$ cat src/rtl/rs422_frame_pkg.sv
// Shared constants, types and helpers for the RS422 response-frame transmitter.
package rs422_frame_pkg;

  localparam logic [7:0] FRAME_HDR0 = 8'hAA;
  localparam logic [7:0] FRAME_HDR1 = 8'h55;
  localparam logic [7:0] FRAME_TAIL = 8'hEF;
  localparam int         FRAME_LEN  = 9;

  typedef enum logic [1:0] {
    F_IDLE,
    F_LEAD,
    F_SEND,
    F_TAIL
  } frame_state_e;

  typedef enum logic [1:0] {
    U_IDLE,
    U_START,
    U_DATA,
    U_STOP
  } uart_phase_e;

  typedef struct packed {
    logic [7:0]  cmd;
    logic [31:0] data;
    logic [7:0]  chk;
  } frame_fields_t;

  function automatic logic [7:0] frame_xor(input logic [7:0] cmd, input logic [31:0] data);
    return cmd ^ data[31:24] ^ data[23:16] ^ data[15:8] ^ data[7:0];
  endfunction

  // Wire order: AA 55 CMD D3 D2 D1 D0 XOR EF
  function automatic logic [7:0] frame_byte(input logic [3:0] idx, input frame_fields_t f);
    case (idx)
      4'd0:    return FRAME_HDR0;
      4'd1:    return FRAME_HDR1;
      4'd2:    return f.cmd;
      4'd3:    return f.data[31:24];
      4'd4:    return f.data[23:16];
      4'd5:    return f.data[15:8];
      4'd6:    return f.data[7:0];
      4'd7:    return f.chk;
      default: return FRAME_TAIL;
    endcase
  endfunction

endpackage

$ cat src/rtl/rs422_frame_tx_if.sv
// Request/status handshake between a frame producer and the RS422 frame transmitter.
interface rs422_frame_tx_if;

  logic        tx_req;
  logic [7:0]  tx_cmd;
  logic [31:0] tx_data;
  logic        tx_busy;
  logic        tx_done;

  modport master (
    output tx_req, tx_cmd, tx_data,
    input  tx_busy, tx_done
  );

  modport slave (
    input  tx_req, tx_cmd, tx_data,
    output tx_busy, tx_done
  );

endinterface

$ cat src/rtl/rs422_frame_tx_uart_tx_byte.sv
// 8N1 byte serialiser, LSB first; a load on the last stop-bit cycle chains the
// next start bit with no idle gap.
module uart_tx_byte
  import rs422_frame_pkg::*;
#(
  parameter int CLK_DIV = 434
) (
  input  logic       clkin,
  input  logic       rst,
  input  logic       load,
  input  logic [7:0] tx_byte,
  output logic       byte_end,
  output logic       di
);

  localparam int            CW        = $clog2(CLK_DIV);
  localparam logic [CW-1:0] BAUD_LAST = CW'(CLK_DIV - 1);

  uart_phase_e   phase, phase_nxt;
  logic [CW-1:0] baud_cnt, baud_cnt_nxt;
  logic [2:0]    bit_idx, bit_idx_nxt;
  logic [7:0]    shift, shift_nxt;
  logic          di_nxt;
  logic          bit_end;
  logic          ready;

  // NOTE: state registers use non-blocking assignments so every flop samples
  // pre-edge values; blocking here would create order-dependent simulation.
  always_ff @(posedge clkin) begin
    if (rst) begin
      phase    <= U_IDLE;
      baud_cnt <= '0;
      bit_idx  <= '0;
      shift    <= '0;
      di       <= 1'b1;
    end else begin
      phase    <= phase_nxt;
      baud_cnt <= baud_cnt_nxt;
      bit_idx  <= bit_idx_nxt;
      shift    <= shift_nxt;
      di       <= di_nxt;
    end
  end

  assign bit_end  = (phase != U_IDLE) && (baud_cnt == BAUD_LAST);
  assign byte_end = (phase == U_STOP) && bit_end;
  assign ready    = (phase == U_IDLE) || byte_end;

  // NOTE: every always_comb output gets a default first; a path that leaves
  // one unassigned would infer a latch.
  always_comb begin
    phase_nxt    = phase;
    baud_cnt_nxt = baud_cnt;
    bit_idx_nxt  = bit_idx;
    shift_nxt    = shift;
    if (load && ready) begin
      phase_nxt    = U_START;
      baud_cnt_nxt = '0;
      bit_idx_nxt  = '0;
      shift_nxt    = tx_byte;
    end else if (phase != U_IDLE) begin
      if (!bit_end) begin
        baud_cnt_nxt = baud_cnt + 1'b1;
      end else begin
        baud_cnt_nxt = '0;
        case (phase)
          U_START: phase_nxt = U_DATA;
          U_DATA: begin
            // shift[0] always holds the bit currently on the wire
            shift_nxt = shift >> 1;
            if (bit_idx == 3'd7) phase_nxt   = U_STOP;
            else                 bit_idx_nxt = bit_idx + 1'b1;
          end
          default: phase_nxt = U_IDLE;
        endcase
      end
    end
  end

  always_comb begin
    case (phase_nxt)
      U_START: di_nxt = 1'b0;
      U_DATA:  di_nxt = shift_nxt[0];
      default: di_nxt = 1'b1;
    endcase
  end

endmodule

$ cat src/rtl/rs422_frame_tx.sv
// RS422 response-frame transmitter: frame FSM, byte mux, XOR checksum and
// driver-enable guard timing around the 8N1 serialiser.
module rs422_frame_tx
  import rs422_frame_pkg::*;
#(
  parameter int CLK_DIV = 434,
  parameter int DE_LEAD = 16,
  parameter int DE_TAIL = 16
) (
  input  logic             clkin,
  input  logic             rst,
  rs422_frame_tx_if.slave  tx,
  output logic             rs422_di_main,
  output logic             rs422_de_main,
  output logic             rs422_re_n_main
);

  localparam int            GUARD_MAX = (DE_LEAD > DE_TAIL) ? DE_LEAD : DE_TAIL;
  localparam int            GW        = $clog2(GUARD_MAX + 1);
  localparam logic [GW-1:0] LEAD_LAST = GW'(DE_LEAD - 1);
  localparam logic [GW-1:0] TAIL_DROP = GW'(DE_TAIL - 1);
  localparam logic [GW-1:0] TAIL_LAST = GW'(DE_TAIL);
  localparam logic [3:0]    LAST_IDX  = 4'(FRAME_LEN - 1);

  frame_state_e  state, state_nxt;
  logic [GW-1:0] guard_cnt, guard_cnt_nxt;
  logic [3:0]    byte_idx, byte_idx_nxt;
  frame_fields_t fields, fields_nxt;
  logic          de, de_nxt;
  logic          busy, busy_nxt;
  logic          done, done_nxt;
  logic          load;
  logic [3:0]    load_idx;
  logic [7:0]    load_byte;
  logic          uart_byte_end;

  always_ff @(posedge clkin) begin
    if (rst) begin
      state     <= F_IDLE;
      guard_cnt <= '0;
      byte_idx  <= '0;
      fields    <= '0;
      de        <= 1'b0;
      busy      <= 1'b0;
      done      <= 1'b0;
    end else begin
      state     <= state_nxt;
      guard_cnt <= guard_cnt_nxt;
      byte_idx  <= byte_idx_nxt;
      fields    <= fields_nxt;
      de        <= de_nxt;
      busy      <= busy_nxt;
      done      <= done_nxt;
    end
  end

  // TAIL holds one cycle past the DE release so a request coinciding with
  // tx_done still sees a non-idle FSM and is dropped.
  always_comb begin
    state_nxt     = state;
    guard_cnt_nxt = guard_cnt;
    byte_idx_nxt  = byte_idx;
    fields_nxt    = fields;
    case (state)
      F_IDLE: begin
        if (tx.tx_req) begin
          state_nxt     = F_LEAD;
          guard_cnt_nxt = '0;
          byte_idx_nxt  = '0;
          fields_nxt    = '{cmd:  tx.tx_cmd,
                            data: tx.tx_data,
                            chk:  frame_xor(tx.tx_cmd, tx.tx_data)};
        end
      end
      F_LEAD: begin
        if (guard_cnt == LEAD_LAST) begin
          state_nxt    = F_SEND;
          byte_idx_nxt = '0;
        end else begin
          guard_cnt_nxt = guard_cnt + 1'b1;
        end
      end
      F_SEND: begin
        if (uart_byte_end) begin
          if (byte_idx == LAST_IDX) begin
            state_nxt     = F_TAIL;
            guard_cnt_nxt = '0;
          end else begin
            byte_idx_nxt = byte_idx + 1'b1;
          end
        end
      end
      F_TAIL: begin
        if (guard_cnt == TAIL_LAST) state_nxt     = F_IDLE;
        else                        guard_cnt_nxt = guard_cnt + 1'b1;
      end
      default: state_nxt = F_IDLE;
    endcase
  end

  always_comb begin
    load     = 1'b0;
    load_idx = byte_idx + 1'b1;
    de_nxt   = de;
    busy_nxt = busy;
    done_nxt = 1'b0;
    case (state)
      F_IDLE: begin
        if (tx.tx_req) begin
          de_nxt   = 1'b1;
          busy_nxt = 1'b1;
        end
      end
      F_LEAD: begin
        if (guard_cnt == LEAD_LAST) begin
          load     = 1'b1;
          load_idx = '0;
        end
      end
      F_SEND: begin
        if (uart_byte_end && (byte_idx != LAST_IDX)) load = 1'b1;
      end
      F_TAIL: begin
        if (guard_cnt == TAIL_DROP) begin
          de_nxt   = 1'b0;
          busy_nxt = 1'b0;
          done_nxt = 1'b1;
        end
      end
      default: ;
    endcase
    load_byte = frame_byte(load_idx, fields);
  end

  uart_tx_byte #(
    .CLK_DIV (CLK_DIV)
  ) u_uart (
    .clkin    (clkin),
    .rst      (rst),
    .load     (load),
    .tx_byte  (load_byte),
    .byte_end (uart_byte_end),
    .di       (rs422_di_main)
  );

  // Receiver is blanked exactly while the driver is enabled
  assign rs422_de_main   = de;
  assign rs422_re_n_main = de;
  assign tx.tx_busy      = busy;
  assign tx.tx_done      = done;

endmodule

$ cat src/flat_wrapper.sv
// flat-port wrapper written by rule: the top's interface ports become plain ports
module rs422_frame_tx_flat import rs422_frame_pkg::*;
#(
  parameter int CLK_DIV = 434,
  parameter int DE_LEAD = 16,
  parameter int DE_TAIL = 16
)
  (clkin, rst, rs422_di_main, rs422_de_main, rs422_re_n_main, tx_tx_req, tx_tx_cmd, tx_tx_data, tx_tx_busy, tx_tx_done);
  rs422_frame_tx_if tx_i ();
  input  logic clkin;
  input  logic rst;
  output logic rs422_di_main;
  output logic rs422_de_main;
  output logic rs422_re_n_main;
  input wire logic [$bits(tx_i.tx_req)-1:0] tx_tx_req;
  input wire logic [$bits(tx_i.tx_cmd)-1:0] tx_tx_cmd;
  input wire logic [$bits(tx_i.tx_data)-1:0] tx_tx_data;
  output wire logic [$bits(tx_i.tx_busy)-1:0] tx_tx_busy;
  output wire logic [$bits(tx_i.tx_done)-1:0] tx_tx_done;
  assign tx_i.tx_req = tx_tx_req;
  assign tx_i.tx_cmd = tx_tx_cmd;
  assign tx_i.tx_data = tx_tx_data;
  assign tx_tx_busy = tx_i.tx_busy;
  assign tx_tx_done = tx_i.tx_done;
  rs422_frame_tx #(.CLK_DIV(CLK_DIV), .DE_LEAD(DE_LEAD), .DE_TAIL(DE_TAIL)) u_core (.clkin(clkin), .rst(rst), .tx(tx_i), .rs422_di_main(rs422_di_main), .rs422_de_main(rs422_de_main), .rs422_re_n_main(rs422_re_n_main));
endmodule
$ cat config.mk
export PLATFORM = sky130hd
export DESIGN_NAME = rs422_frame_tx_flat
export DESIGN_NICKNAME = d
export VERILOG_FILES = /design/src/rtl/rs422_frame_pkg.sv /design/src/rtl/rs422_frame_tx_if.sv /design/src/rtl/rs422_frame_tx_uart_tx_byte.sv /design/src/rtl/rs422_frame_tx.sv /design/src/flat_wrapper.sv
export SDC_FILE = /design/constraint.sdc
export NUM_CORES = 1
export LEC_CHECK = 0
export CORE_MARGIN = 10
export CORE_UTILIZATION = 55
export CTS_CLUSTER_SIZE = 30
export DETAILED_ROUTE_END_ITERATION = 6
export DONT_BUFFER_PORTS = 1
export GPL_ROUTABILITY_DRIVEN = 1
export PLACE_DENSITY = 0.73
export SLEW_MARGIN = 20
export SYNTH_ARGS = -nofsm -noshare
export SYNTH_HDL_FRONTEND = slang
export SYNTH_SLANG_ARGS = --single-unit
export TNS_END_PERCENT = 50
$ cat constraint.sdc
create_clock -name clkin -period 4.15 [get_ports clkin]
set_clock_uncertainty 0.05 [all_clocks]
set_input_delay 0.83 -clock clkin [delete_from_list [all_inputs] [get_ports clkin]]
set_output_delay 0.83 -clock clkin [all_outputs]
set_load 0.005 [all_outputs]
==> results of run 1 <==
[cell usage in the layout, fill, tap and decap left out, drive strengths merged, types with 3 or more instances in the layout]
| cell | instances |
|---|---|
| buf | 3 |
| clkbuf | 10 |
| a211oi | 4 |
| nand2 | 112 |
| mux2i | 7 |
| xor2 | 11 |
| a21oi | 64 |
| and3 | 12 |
| nor2b | 5 |
| nand3 | 15 |
| a22oi | 3 |
| o21ai | 17 |
| inv | 19 |
| o21a | 4 |
| clkinvlp | 4 |
| a221oi | 8 |
| a31oi | 7 |
| dfxtp | 84 |
| nand3b | 11 |
| nor3 | 3 |
| a21o | 4 |
| mux2 | 14 |
| nor2 | 29 |
| xnor2 | 22 |
| ha | 18 |
[cell type report]
type	count	area, um^2
fill	709	3140
multi-input combinational	408	2580
sequential	84	1680
clock inverter	6	47.5
inverter	18	67.6
timing repair buffer	3	22.5
tap	102	128
clock buffer	10	138
[worst max-delay path, delay by kind of cell, from the launching register on]
kind / cells / cell delay, ps
buffers and inverters: 1 / 350
adder cells (fa/ha/maj): 1 / 470
flip-flops: 1 / 600
AO/OA/AOI/OAI: 5 / 1450
[flip-flops by register name, indices dropped and copies added, names as in the netlist]
register	flops
u_core.byte_idx	4
u_core.fields	48
u_core.guard_cnt	5
u_core.rs422_de_main	1
u_core.state	2
u_core.tx.tx_done	1
u_core.u_uart.baud_cnt	9
u_core.u_uart.bit_idx	3
u_core.u_uart.di	1
u_core.u_uart.phase	2
u_core.u_uart.shift	8
[per-stage QoR]
stage / std cells / setup slack (ps)
5_1_grt: 631 / 885
2_1_floorplan: 537 / 1820
3_3_place_gp: 615 / 1250
3_5_place_dp: 615 / 1200
6_report: 631 / 1150
4_1_cts: 631 / 1180
[power groups by stage]
| stage | logic [uW] | clock network, uW | registers, uW |
|---|---|---|---|
| floorplan | 504 | 0 | 974 |
| global placement | 572 | 0 | 1000 |
| detailed placement | 584 | 0 | 1010 |
| CTS | 586 | 565 | 986 |
| global route | 663 | 600 | 999 |
| finish | 586 | 554 | 985 |
[logic make-up after synthesis]
| group | count (synthesis) |
|---|---|
| AOI/OAI and AO/OA | 132 |
| xor gates and xnor gates | 33 |
| adders and majority gates | 18 |
| buffers and inverters | 45 |
| DFF | 84 |
| muxes | 23 |
| and+or+nand+nor | 202 |
[final timing paths]
check,start,to,slack [ps],cells past startpoint
max reg2reg,u_core.byte_idx[0],u_core.u_uart.shift[3],1150,7
max,u_core.byte_idx[0],u_core.u_uart.shift[3],1150,7
min,u_core.fields[0],u_core.fields[0],400,2
min reg2reg,u_core.fields[0],u_core.fields[0],400,2
[cell usage after synthesis (3+ instances only)]
cell,instances,area [um^2]
inv_1,17,63.8
o21a_1,4,30.0
a221oi_1,7,61.3
a31oi_1,7,43.8
nor3_1,3,15.0
nand3_1,15,75.1
xor2_1,11,96.3
nand3b_1,11,82.6
nor2b_1,5,31.3
dfxtp_1,84,1680
and3_1,12,75.1
ha_1,18,225
mux2_2,14,158
a21o_1,4,30.0
a21oi_1,64,320
a211oi_1,4,30.0
buf_4,3,22.5
clkbuf_1,17,63.8
nor2_1,29,109
buf_1,4,15.0
a22oi_1,3,22.5
xnor2_1,22,193
buf_2,3,15.0
nand2_1,111,417
mux2i_1,7,70.1
o21ai_0,17,85.1
[metal layers]
metal  up-vias  global-route usage (%)
met5         -                       0
met4         0                    6.78
met1      1696                    20.9
li1       1838                       -
met2        94                    27.6
met3        16                    5.38
==> impl_metrics.env, run 1 <==
export IMPL_viasPerCell=5.77
export IMPL_synthFlopType="dfxtp_1"
export IMPL_clock_power_share_pct=26.1
export IMPL_die_w_um=110
export IMPL_drcViolationCount=0
export IMPL_synth_async_reset_ratio_pct=0
export IMPL_p_leak_uw=0.00174
export IMPL_wl_met1_um=4310
export IMPL_swShare_pct=35.4
export IMPL_setup_violations_final=0
export IMPL_final_area_um2=4670
export IMPL_syn_area_per_cell_um2=8.29
export IMPL_synth_top_family_by_area="simple AND/OR/NAND/NOR gates"
export IMPL_cts_tree="built"
export IMPL_synthSimpleGateAreaFrac_pct=21.2
export IMPL_wl_per_cell_um=15.6
export IMPL_outcome="finished clean"
export IMPL_port_buffers=0
export IMPL_path_clk_slew_ps=90
export IMPL_critical_path_max_fanout=14
export IMPL_cts_root_buf="clkbuf_8"
export IMPL_crit_chain="clkinv_1, ha_1, a211oi_1, a22oi_1, a2bb2oi_1, o21a_1, a31oi_1"
export IMPL_wl_um=9830
export IMPL_final_nets=585
export IMPL_cts_resized=0
export IMPL_grt_pass1_vias=3683
export IMPL_start_util_pct=57.0
export IMPL_hp_class="flip-flop to flip-flop"
export IMPL_crit_arrival_ps=3240
export IMPL_slew_headroom_pct=43.8
export IMPL_finalHoldViolations=0
export IMPL_power_density_nw_per_um2=455
export IMPL_n_antenna_cell=0
export IMPL_pin_count=48
export IMPL_ys_ff_latch=84
export IMPL_ant_nets=0
export IMPL_route_met2_wl_um=4630
export IMPL_vdd_ir_drop_max_uv=264
export IMPL_required_ps=4390
export IMPL_power_frac_seq_pct=46.3
export IMPL_max_freq_mhz=334
export IMPL_antenna_found_initial=0
export IMPL_p_total_uw=2130
export IMPL_min_period_ps=3000
export IMPL_synth_compound_area_share_pct=19.2
export IMPL_rsz0062_at_grt="no"
export IMPL_whs_ps=397
export IMPL_die_height_um=110
export IMPL_dp_hpwl_um=7150
export IMPL_start_kind="flip-flop"
export IMPL_drt_iter0_drc=275
export IMPL_synth_distinct_cells=59
export IMPL_yosys_area_share_xor_xnor_pct=6.50
export IMPL_crit_type="flip-flop to flip-flop"
export IMPL_syn_nets=598
export IMPL_die_area_um2=12100
export IMPL_synth_cells=537
export IMPL_yosysSeqAreaShare_pct=37.8
export IMPL_drv_slew=0
export IMPL_clock_latency_ps=360
export IMPL_critPathSlowestCell="a211oi_1"
export IMPL_core_um2=7810
export IMPL_cts_buffers=9
export IMPL_routed_top_layer="met4"
export IMPL_synth_area_mux_share_pct=6.13
export IMPL_combPwrFrac_pct=27.6
export IMPL_cts_sinks=84
export IMPL_grt_use_total_pct=17.2
export IMPL_finalCritPeriodShare_pct=72.2
export IMPL_dr_pass1_iters=4
export IMPL_slowest_delay_ps=730
export IMPL_h_tree_depth=3
export IMPL_yosysWarnings=0
export IMPL_grt_remaining_overflow=0
export IMPL_grt_pass1_wl_um=16900
export IMPL_cap_violations=0
export IMPL_synthesis_area_um2=4450
export IMPL_cp_end_kind="flip-flop"
export IMPL_syn_to_final_growth_pct=4.92
export IMPL_tns_ps=0
export IMPL_placed_area_um2=4480
export IMPL_routabilityCongestion=0.892
export IMPL_internal_power_uw=1370
export IMPL_row_count=32
export IMPL_hold_buffers=0
export IMPL_layout_drive_gt1_share_pct=8.32
export IMPL_post_cts_buffers=0
export IMPL_wl_met3_um=679
export IMPL_synth_fa_ha_area_share_pct=5.06
export IMPL_num_vias=3644
export IMPL_cts_buffer_depth=2
export IMPL_synth_edf_count=0
export IMPL_final_core_util_pct=59.8
export IMPL_tightestPinTransition_ps=838
export IMPL_p_sw_uw=752
export IMPL_grt_max_degree=67
No activity file was read; power rests on OpenSTA's default activity.
==> inputs of run 2 (changes only) <==
clock period = 2.8 ns   (was 4.15 ns; I/O delays follow)
==> impl_metrics.env, run 2 (synthesized netlist as in run 1, its figures left out) <==
export IMPL_outcome="finished clean"
export IMPL_core_um2=7810
export IMPL_setup_violations_final=0
export IMPL_fill_cells=719
export IMPL_hold_buffers=0
export IMPL_r2r_start="u_core.guard_cnt[0]"
export IMPL_grt_use_total_pct=17.7
export IMPL_syn_to_final_growth_pct=6.61
export IMPL_wl_met1_um=4420
export IMPL_vdd_ir_drop_max_uv=510
export IMPL_clock_latency_ps=350
export IMPL_antenna_found_initial=0
export IMPL_clock_power_share_pct=27.2
export IMPL_start_util_pct=57.0
export IMPL_critPathMostFrequentCell="ha_1"
export IMPL_p_leak_uw=0.00179
export IMPL_crit_arrival_ps=2810
export IMPL_worst_slack_ps=226
export IMPL_power_density_nw_per_um2=680
export IMPL_finalHoldViolations=0
export IMPL_final_nets=593
export IMPL_h_tree_depth=3
export IMPL_row_count=32
export IMPL_route_met2_wl_um=5110
export IMPL_critPathSlowestCell="nor4_1"
export IMPL_final_common_cell="nand2_1"
export IMPL_n_antenna_cell=0
export IMPL_grt_pass1_wl_um=17400
export IMPL_slew_headroom_pct=55.4
export IMPL_drcViolationCount=0
export IMPL_cap_violations=0
export IMPL_path_clk_slew_ps=90
export IMPL_reg_largest_list="u_core.fields: 48 flops, u_core.u_uart.baud_cnt: 9 flops, u_core.u_uart.shift: 8 flops"
export IMPL_crit_chain="ha_1, and3_1, ha_1, inv_1, a21o_1, nor4_1, nand3b_1, a21oi_1"
export IMPL_ant_nets=0
export IMPL_post_cts_buffers=0
export IMPL_port_buffers=0
export IMPL_max_freq_mhz=389
export IMPL_rsz0062_at_grt="no"
export IMPL_die_height_um=110
export IMPL_dp_hpwl_um=7650
export IMPL_critical_path_max_fanout=6
export IMPL_dp_slack_ps=334
export IMPL_finalCritPeriodShare_pct=91.9
export IMPL_cts_root_buf="clkbuf_8"
export IMPL_cts_tree="built"
export IMPL_wl_per_cell_um=16.3
export IMPL_wl_met3_um=611
export IMPL_die_area_um2=12100
export IMPL_die_w_um=110
export IMPL_required_ps=3040
export IMPL_wl_um=10400
export IMPL_p_sw_uw=1120
export IMPL_start_kind="flip-flop"
export IMPL_slowest_delay_ps=600
export IMPL_grt_remaining_overflow=0
export IMPL_viasPerCell=5.86
export IMPL_tightestPinTransition_ps=663
export IMPL_cp_end_kind="flip-flop"
export IMPL_crit_family="simple AND/OR/NAND/NOR gates"
export IMPL_routed_top_layer="met4"
export IMPL_layout_common_cells="nand2_1, dfxtp_1, a21oi_1, nor2_1, xnor2_1"
export IMPL_largest_reg_flops=48
export IMPL_hold_start="rst"
export IMPL_internal_power_uw=2110
export IMPL_num_vias=3745
export IMPL_drv_slew=0
export IMPL_cts_buffers=9
export IMPL_power_frac_seq_pct=45.2
export IMPL_dr_pass1_iters=4
export IMPL_swShare_pct=34.7
export IMPL_drt_iter0_drc=217
export IMPL_cts_resized=0
export IMPL_tns_ps=0
export IMPL_cts_buffer_depth=2
export IMPL_crit_buf_inv=1
export IMPL_layout_drive_gt1_share_pct=9.50
export IMPL_largest_register="u_core.fields"
export IMPL_routabilityCongestion=0.884
export IMPL_cts_sinks=84
export IMPL_crit_type="flip-flop to flip-flop"
export IMPL_combPwrFrac_pct=27.6
export IMPL_grt_pass1_vias=3656
export IMPL_hp_class="input port to flip-flop"
export IMPL_cp_startpoint="u_core.guard_cnt[0]"
export IMPL_min_period_ps=2570
export IMPL_grt_max_degree=67
export IMPL_pin_count=48
-- run 2: changes by cell type in the layout (fill, tap and decap cells not counted) --
cell	delta
clkinv_4	+2
clkbuf_1	+1
buf_4	+8
bufinv_16	+1
clkbuf_8	-1
clkinvlp_4	-3
-- run 2: path summary, 6_finish.rpt --
check | end | slack [ps] | cells past startpoint
setup / recovery | u_core.byte_idx[2] | 230 | 8
hold / removal | u_core.byte_idx[3] | 220 | 1
setup reg to reg | u_core.byte_idx[2] | 230 | 8
hold reg to reg | u_core.fields[10] | 400 | 2
-- run 2: metrics by stage --
step | hold slack (ps) | power [uW] | util (%) | instances | instance area [um^2]
after detailed placement | 391 | 2370 | 58.2 | 623 | 4540
final | 219 | 3230 | 60.8 | 639 | 4740
after floorplan | 377 | 2190 | - | 537 | 4450
after global routing | 202 | 3420 | 60.8 | 639 | 4740
after CTS | 210 | 3250 | 60.8 | 639 | 4740
after global placement | 382 | 2340 | 58.2 | 623 | 4540
-- run 2: cell type report --
class / instances / area, um^2 / area share, %
multi-input combinational: 408 / 2580 / 54.5
timing repair buffer: 11 / 82.6 / 1.74
tap: 102 / 128 / 2.69
inverter: 18 / 67.6 / 1.42
clock buffer: 10 / 128 / 2.69
clock inverter: 6 / 72.6 / 1.53
sequential: 84 / 1680 / 35.5
-- run 2: power groups by stage --
stage	sequential, uW	clock, uW	combinational [uW]
4_1_cts	1460	900	891
3_3_place_gp	1480	0	857
6_report	1460	880	890
5_1_grt	1480	951	994
2_1_floorplan	1440	0	748
3_5_place_dp	1490	0	887
-- run 2: routing by layer --
layer  track usage (%)  up-vias
li1                  -     1860
met1              20.7     1747
met2              30.3      109
met3              4.68       29
met4              6.78        0
met5                 0        -
